--- config.mk ---
export PLATFORM = sky130hd
export DESIGN_NAME = control_pipe
export DESIGN_NICKNAME = d
export VERILOG_FILES = /design/src/rtl/control_pipe.sv
export SDC_FILE = /design/constraint.sdc
export NUM_CORES = 1
export LEC_CHECK = 0
export ABC_AREA = 0
export CAP_MARGIN = 20
export CORE_MARGIN = 2
export CORE_UTILIZATION = 43
export DETAILED_ROUTE_END_ITERATION = 10
export PLACE_DENSITY = 0.77
export SLEW_MARGIN = 20
export SYNTH_ARGS = -nofsm -noshare
export SYNTH_HDL_FRONTEND = slang
export SYNTH_SLANG_ARGS = --single-unit
export TNS_END_PERCENT = 1
--- constraint.sdc ---
create_clock -name clk -period 1.65 [get_ports clk]
set_clock_uncertainty 0.05 [all_clocks]
set_input_delay 0.33 -clock clk [delete_from_list [all_inputs] [get_ports clk]]
set_output_delay 0.33 -clock clk [all_outputs]
set_load 0.02 [all_outputs]
--- src/rtl/control_pipe.sv ---
// control_pipe: pipelined RV32I main decoder with D->E->M->W control registers.
// Illegal encodings decode as write-free bubbles carrying an illegal tag.
module control_pipe #(
  parameter int ALU_CTRL_W = 4,
  parameter bit EN_JALR    = 1'b1
) (
  input  logic                  clk,
  input  logic                  rst_n,
  input  logic [6:0]            op,
  input  logic [2:0]            funct3,
  input  logic                  funct7b5,
  input  logic                  flush_e,
  input  logic                  zero_e,
  input  logic                  lt_e,
  input  logic                  ltu_e,
  output logic [1:0]            imm_src_d,
  output logic [ALU_CTRL_W-1:0] alu_control_e,
  output logic                  alu_src_e,
  output logic                  jalr_e,
  output logic                  pc_src_e,
  output logic                  load_e,
  output logic                  reg_write_m,
  output logic                  mem_write_m,
  output logic                  illegal_m,
  output logic                  reg_write_w,
  output logic [1:0]            result_src_w
);

  typedef struct packed {
    logic       rw;
    logic       mw;
    logic [1:0] res;
    logic       br;
    logic       jmp;
    logic       jalr;
    logic [3:0] alu;
    logic       src;
    logic [2:0] f3;
    logic       ill;
  } id_ex_t;

  typedef struct packed {
    logic       rw;
    logic       mw;
    logic [1:0] res;
    logic       ill;
  } ex_mem_t;

  typedef struct packed {
    logic       rw;
    logic [1:0] res;
  } mem_wb_t;

  localparam logic [6:0] OP_LW   = 7'b0000011;
  localparam logic [6:0] OP_SW   = 7'b0100011;
  localparam logic [6:0] OP_R    = 7'b0110011;
  localparam logic [6:0] OP_I    = 7'b0010011;
  localparam logic [6:0] OP_B    = 7'b1100011;
  localparam logic [6:0] OP_JAL  = 7'b1101111;
  localparam logic [6:0] OP_JALR = 7'b1100111;

  id_ex_t     w_d;
  id_ex_t     r_e;
  ex_mem_t    r_m;
  mem_wb_t    r_w;
  logic [3:0] w_alu;
  logic       w_bad;
  logic       w_cond;

  // Shared R/I ALU selection; only R with f3=000 can pick sub
  always_comb begin
    w_alu = 4'd0;
    unique case (funct3)
      3'b000: w_alu = (op == OP_R && funct7b5) ? 4'd1 : 4'd0;
      3'b001: w_alu = 4'd7;
      3'b010: w_alu = 4'd5;
      3'b011: w_alu = 4'd6;
      3'b100: w_alu = 4'd4;
      3'b101: w_alu = funct7b5 ? 4'd9 : 4'd8;
      3'b110: w_alu = 4'd3;
      3'b111: w_alu = 4'd2;
    endcase
  end

  always_comb begin
    w_d       = '0;
    w_d.f3    = funct3;
    imm_src_d = 2'b00;
    w_bad     = 1'b0;
    unique case (op)
      OP_LW: begin
        w_d.rw  = 1'b1;
        w_d.src = 1'b1;
        w_d.res = 2'b01;
      end
      OP_SW: begin
        w_d.mw    = 1'b1;
        w_d.src   = 1'b1;
        imm_src_d = 2'b01;
      end
      OP_R, OP_I: begin
        w_d.rw  = 1'b1;
        w_d.src = (op == OP_I);
        w_d.alu = w_alu;
        if (ALU_CTRL_W < 4 && funct3 == 3'b101)
          w_bad = 1'b1;
      end
      OP_B: begin
        w_d.br    = 1'b1;
        w_d.alu   = 4'd1;
        imm_src_d = 2'b10;
        w_bad     = (funct3[2:1] == 2'b01);
      end
      OP_JAL: begin
        w_d.rw    = 1'b1;
        w_d.jmp   = 1'b1;
        w_d.res   = 2'b10;
        imm_src_d = 2'b11;
      end
      OP_JALR: begin
        w_d.rw   = 1'b1;
        w_d.jmp  = 1'b1;
        w_d.jalr = 1'b1;
        w_d.src  = 1'b1;
        w_d.res  = 2'b10;
        w_bad    = (funct3 != 3'b000) || !EN_JALR;
      end
      default: w_bad = 1'b1;
    endcase
    if (w_bad) begin
      w_d     = '0;
      w_d.ill = 1'b1;
    end
  end

  always_comb begin
    w_cond = 1'b0;
    unique case (r_e.f3)
      3'b000:  w_cond = zero_e;
      3'b001:  w_cond = !zero_e;
      3'b100:  w_cond = lt_e;
      3'b101:  w_cond = !lt_e;
      3'b110:  w_cond = ltu_e;
      3'b111:  w_cond = !ltu_e;
      default: w_cond = 1'b0;
    endcase
  end

  always_ff @(posedge clk) begin
    if (!rst_n)
      r_e <= '0;
    else if (flush_e)
      r_e <= '0;
    else
      r_e <= w_d;
  end

  always_ff @(posedge clk) begin
    if (!rst_n) begin
      r_m <= '0;
      r_w <= '0;
    end else begin
      r_m <= '{rw: r_e.rw, mw: r_e.mw, res: r_e.res, ill: r_e.ill};
      r_w <= '{rw: r_m.rw, res: r_m.res};
    end
  end

  assign pc_src_e      = r_e.jmp | (r_e.br & w_cond);
  assign alu_control_e = r_e.alu[ALU_CTRL_W-1:0];
  assign alu_src_e     = r_e.src;
  assign jalr_e        = r_e.jalr;
  assign load_e        = (r_e.res == 2'b01);
  assign reg_write_m   = r_m.rw;
  assign mem_write_m   = r_m.mw;
  assign illegal_m     = r_m.ill;
  assign reg_write_w   = r_w.rw;
  assign result_src_w  = r_w.res;

endmodule
# Word level (Yosys, flattened, before mapping)
# Index checks and enable logic that the tools add are counted.
[word_totals]
register_bits = 24
in_bits = 17
elab_cells = 69
output_inout_bits = 16
[classes]
reduce_logical = 14
bitwise = 3
n_mux = 15
n_eq_ne = 21
[op_table]
columns = ["cell", "count"]
rows = [
  ["case mux 4 bit (8 select lines)", 1],
  ["== test 3 bit, second input constant", 8],
  ["== test 7 bit, second input constant", 3],
  ["== test 7 x 6 -> 1 bit, second input constant", 2],
  ["OR reduction 5 bit", 2],
  ["two-way mux 1 bit", 8],
  ["case mux 4 bit (2 select lines)", 1],
  ["== test 7 x 2 -> 1 bit, second input constant", 1],
  ["== test 7 x 5 -> 1 bit, second input constant", 1],
  ["== test 3 x 1 -> 1 bit, second input constant", 2],
  ["== test 3 x 2 -> 1 bit, second input constant", 2],
  ["zero test 3 bit", 2],
  ["case mux 1 bit (6 select lines)", 1],
  ["case mux 2 bit (3 select lines)", 1],
  ["OR reduction 2 bit", 3],
  ["OR reduction 3 bit", 2],
  ["== test 2 x 1 -> 1 bit, second input constant", 2],
  ["case mux 2 bit (2 select lines)", 1],
  ["zero test 1 bit", 3],
  ["case mux 1 bit (3 select lines)", 1],
  ["nonzero test 3 bit", 1],
  ["case mux 1 bit (2 select lines)", 1],
  ["AND 1 bit", 1],
  ["logical AND 1 bit", 1],
  ["2 further kinds", 2],
]

# Logic depth before layout (Yosys ltp)
# Gate-level depths: netlist of run 1.
[depth]
ltp_word = 5
ltp_mapped = 6
ltp_nobuf = 4

# Worst setup path before layout of run 1
# No wires, ideal clock.
[synth_timing]
path_type = "input -> register"
from = "input funct3[2]"
to = "register r_e (netlist bit alu_src_e)"
path_slack_ps = 151
arrival_time_ps = 1316
n_path_buf = 2
required_ps = 1468
stages = 6
path_cell_list = "clkbuf_1 > nor3_1 > or4_4 > nand3_2 > buf_6 > nor3_1"
[synth_via]
elab_chain_cells = 3
elab_cells_between_ends = 4
cone_classes = "1 x eq/ne; 1 x mux; 2 x reduce/logical"
[synth_lines]
columns = ["element", "line_no", "text"]
rows = [
  ["start: declaration", "10", "input logic [2:0] funct3,"],
  ["== test 2 x 1 -> 1 bit / nonzero test 3 bit (equally long branches)", "112, 126", ""],
  ["case mux 1 bit (3 select lines) *", "90", "unique case (op)"],
  ["OR reduction 3 bit (no line) *", "n/a", ""],
  ["end signal: assignment", "155", "r_e <= w_d;"],
  ["end: declaration", "63", "id_ex_t r_e;"],
]
# Mark *: on every way between the ends. The rest lies on a longest branch, timed or not.
# A chain may end at the register's enable or synchronous reset.

# Final worst setup path of run 1
[layout_timing]
from = "register r_e[3] (netlist name)"
to = "output pc_src_e"
[layout_via]
elab_chain_cells = 4
elab_cells_between_ends = 9
cone_classes = "5 x eq/ne; 1 x mux; 2 x bitwise; 1 x reduce/logical"
[layout_lines]
columns = ["element", "line_no", "text"]
rows = [
  ["== test 3 bit (tied with other cells)", "138", "unique case (r_e.f3)"],
  ["case mux 1 bit (6 select lines) *", "138", ""],
  ["AND 1 bit *", "168", "assign pc_src_e = r_e.jmp | (r_e.br & w_cond);"],
  ["OR 1 bit *", "168", ""],
  ["end: declaration", "20", "output logic pc_src_e,"],
]
# Marks and branches as above.

==> qor.csv, run 1 <==
stage,metric,value,unit
status,status,"finished, violations left",
status,violated checks,negative setup slack,
drt,1st-pass router iterations,4,
placement,Port Buf Inserts,32,
sta,RSZ-0062 raised after global routing,true,
synth,asr flop ratio synth,0,%
clock_network,CTS root buffer,clkbuf_4,
synth,register area share after synthesis,50.0,%
final_layout,final core occ,69.9,%
grt,vias in the first global route,841,
clock_network,CTS Buf Count,3,
power_and_ir_drop,LEAKAGE,0.768,nW
sta,Max-slew headroom,83.4,%
sta,period utilization,110,%
setup_path,Crit path required time,1.27,ns
grt,Global Route Usage Sum,18.2,%
sta,Final Max Slew Viols,0,
synth,synthesized flop and latch total,24,
power_and_ir_drop,PD cells,633,nW/um^2
die,core area,2170,sq um
sta,final setup fails,2,
sta,Fin Setup TNS,-0.162,ns
grt,initial antenna violation count,0,
setup_path,Setup Crit Path Kind,flip-flop to primary output,
clock_network,worst-skew pair later-pin latency,0.30,ns
synth,syn_nets,114,
synth,"EDFF count, synth",0,
grt,global-route wire length before repair,3570,microns
drt,DR vias,874,
final_layout,Finished Layout Cells,180,
setup_path,cell count of the worst reg-to-reg path,1,
drt,drt wl/cell,11.9,microns
grt,gr ovfl total,0,
synth,dominant cell type by area after synthesis,dfxtp_1,
setup_path,critical path arrival,1.43,ns
die,site row count,17,
die,Die Area,2630,sq um
setup_path,R2R Setup Slk,1.03,ns
final_layout,diodes inserted,0,
synth,Most used DFF post-synth,dfxtp_1,
sta,Fin. Hold Viols,0,
sta,Worst Slack Setup Final,-0.159,ns
power_and_ir_drop,Peak VDD IR,0.381,mV
final_layout,Filler cells,179,
drt,routed wire length,2150,microns
placement,area of placed instances,1460,sq um
die,chip width,51.3,microns
hold_path,HP Class,input port to flip-flop,
die,Starting Density,44.3,%
synth,"top cells by area, synth","dfxtp_1 50%, and2_1 5.2%, nand2_1 3.5%",
clock_network,CTS tree,yes,
setup_path,startpoint types,flip-flop,
synth,Post-synth top cells,"24 x dfxtp_1, 9 x nand2_1, 8 x and2_1",
hold_path,hold depth,3,
sta,Max Clock Freq,553,MHz
final_layout,Final Instance Area,1520,sq um
clock_network,"Hold-fix buffers, CTS",0,
sta,Least-Margin Pin Slew,0.245,ns
synth,Syn. warnings,0,
placement,global placement routability congestion,0.865,
hold_path,hold endpoint,jalr_e,
placement,pre-CTS WS,-0.770,ns
drt,Post-DRT Antenna Nets,0,
power_and_ir_drop,total power,960,uW
drt,initial DRC count,4,
placement,cell count after placement,176,
hold_path,worst hold start,op[3],
die,Die Y,51.3,microns
clock_network,worst-case clock buffer depth,2,
synth,Synth top area share,50.0,%
die,Ports,33,
synth,Gate Count Post-Synth,97,
grt,largest net degree at the start of global routing,13,
sta,Final min period,1.81,ns
flow_run,Max Cap Viol,0,
placement,HPWL Detailed,1690,microns
setup_path,r2r startpoint,r_e[13],
final_layout,nets@finish,171,
setup_path,CP Capture Type,primary output,
final_layout,area grow syn2layout,57.8,%
sta,final hold slack,0.361,ns
synth,cell with the most instances after synthesis,dfxtp_1,
clock_network,H-tree depth,1,
clock_network,clock sink total,24,
drt,Vias/cell,4.86,
synth,Netlist cell types,34,
synth,Synth Cell Area,961,sq um
drt,DRC viols,0,
clock_network,Worst-path clk slew,0.12,ns
synth,Mapped Avg Cell Area,9.91,sq um
setup_path,Reg-to-Reg End,r_m[2],
final_layout,share of cells above drive strength 1,30.3,%
setup_path,crit-path max FO,2,
cell type report:
| class | count | area, sq um | share of cell area (%) |
|---|---|---|---|
| inverter | 1 | 3.75 | 0.248 |
| clock buffer | 3 | 22.5 | 1.49 |
| sequential | 24 | 482 | 31.8 |
| tap | 28 | 35.0 | 2.31 |
| timing repair buffer | 58 | 515 | 34.0 |
| multi-input combinational | 66 | 458 | 30.2 |
logic make-up after synthesis:
family / count (synthesis) / share of synthesized area [%]
flip-flops: 24 / 50.0
AND/OR/NAND/NOR: 50 / 32.6
buffers and inverters: 7 / 5.08
AO/OA/AOI/OAI: 11 / 7.29
XOR/XNOR: 2 / 1.82
multiplexers: 3 / 3.26
routing by layer:
| metal | GRT usage (%) | up-vias | share of wire (%) |
|---|---|---|---|
| li1 | - | 445 | - |
| met1 | 20.7 | 400 | 41 |
| met2 | 33.5 | 25 | 53 |
| met3 | 2.63 | 4 | 4.1 |
| met4 | 7.89 | 0 | 1.8 |
| met5 | 0 | - | 0 |
registers in the layout, indices dropped and copies added (netlist names):
register	cells
result_src_w	2
mem_write_m	1
alu_src_e	1
reg_write_m	1
r_m	2
illegal_m	1
r_e	10
alu_control_e	4
reg_write_w	1
jalr_e	1
worst max-delay path, cell delays in order, from the launching register on:
cell and delay, ns:
dfxtp_2 0.36, mux2i_2 0.22, xor2_1 0.18, o21ai_1 0.08
a21o_1 0.16, buf_6 0.13
where the power goes:
group / internal (mW) / switching [mW]
clock: 0.0851 / 0.149
combinational: 0.0817 / 0.0599
sequential: 0.583 / 0.00113
worst max path at each step:
stage | startpoint | end | slack, ns | depth (start not counted)
final | r_e[3] | pc_src_e | -0.16 | 5
after CTS | r_e[3] | pc_src_e | -0.18 | 5
after global routing | r_e[3] | pc_src_e | -0.28 | 5
after detailed placement | op[2] | imm_src_d[0] | -0.77 | 6
after global placement | op[2] | imm_src_d[0] | -0.67 | 6
after floorplan | funct3[2] | alu_src_e | 0.15 | 6
timing repair:
item | CTS | global route
resized for setup | 40 | 9
setup endpoints to repair | 17 | 9
pin swaps | 6 | 3
buffers inserted | 1 | 0
layout by cell type (no fill, tap or decap), drive strengths merged, types with 3 or more instances in the layout:
cell and count:
buf 30, dfxtp 24, clkdlybuf4s50 13, nand2 10, and2 8, dlygate4sd2 7, dlymetal6s2s 5, nor2b 5
nor2 5, nor3 5, nor3b 3, a21oi 3, clkbuf 3, nand3 3, o21ai 3, clkdlybuf4s15 3
Note: power is estimated with default switching activity, not from simulation.
==> run 2: changes to the inputs <==
Settings changed: CAP_MARGIN 20 to default.
==> results of run 2 <==
Final layout, timing and power as in run 1 (identical DEF).
==> run 3: changes to the inputs <==
Settings changed: GPL_ROUTABILITY_DRIVEN from default to 0.
==> results of run 3 <==
Final layout, timing and power as in run 1 (identical DEF).
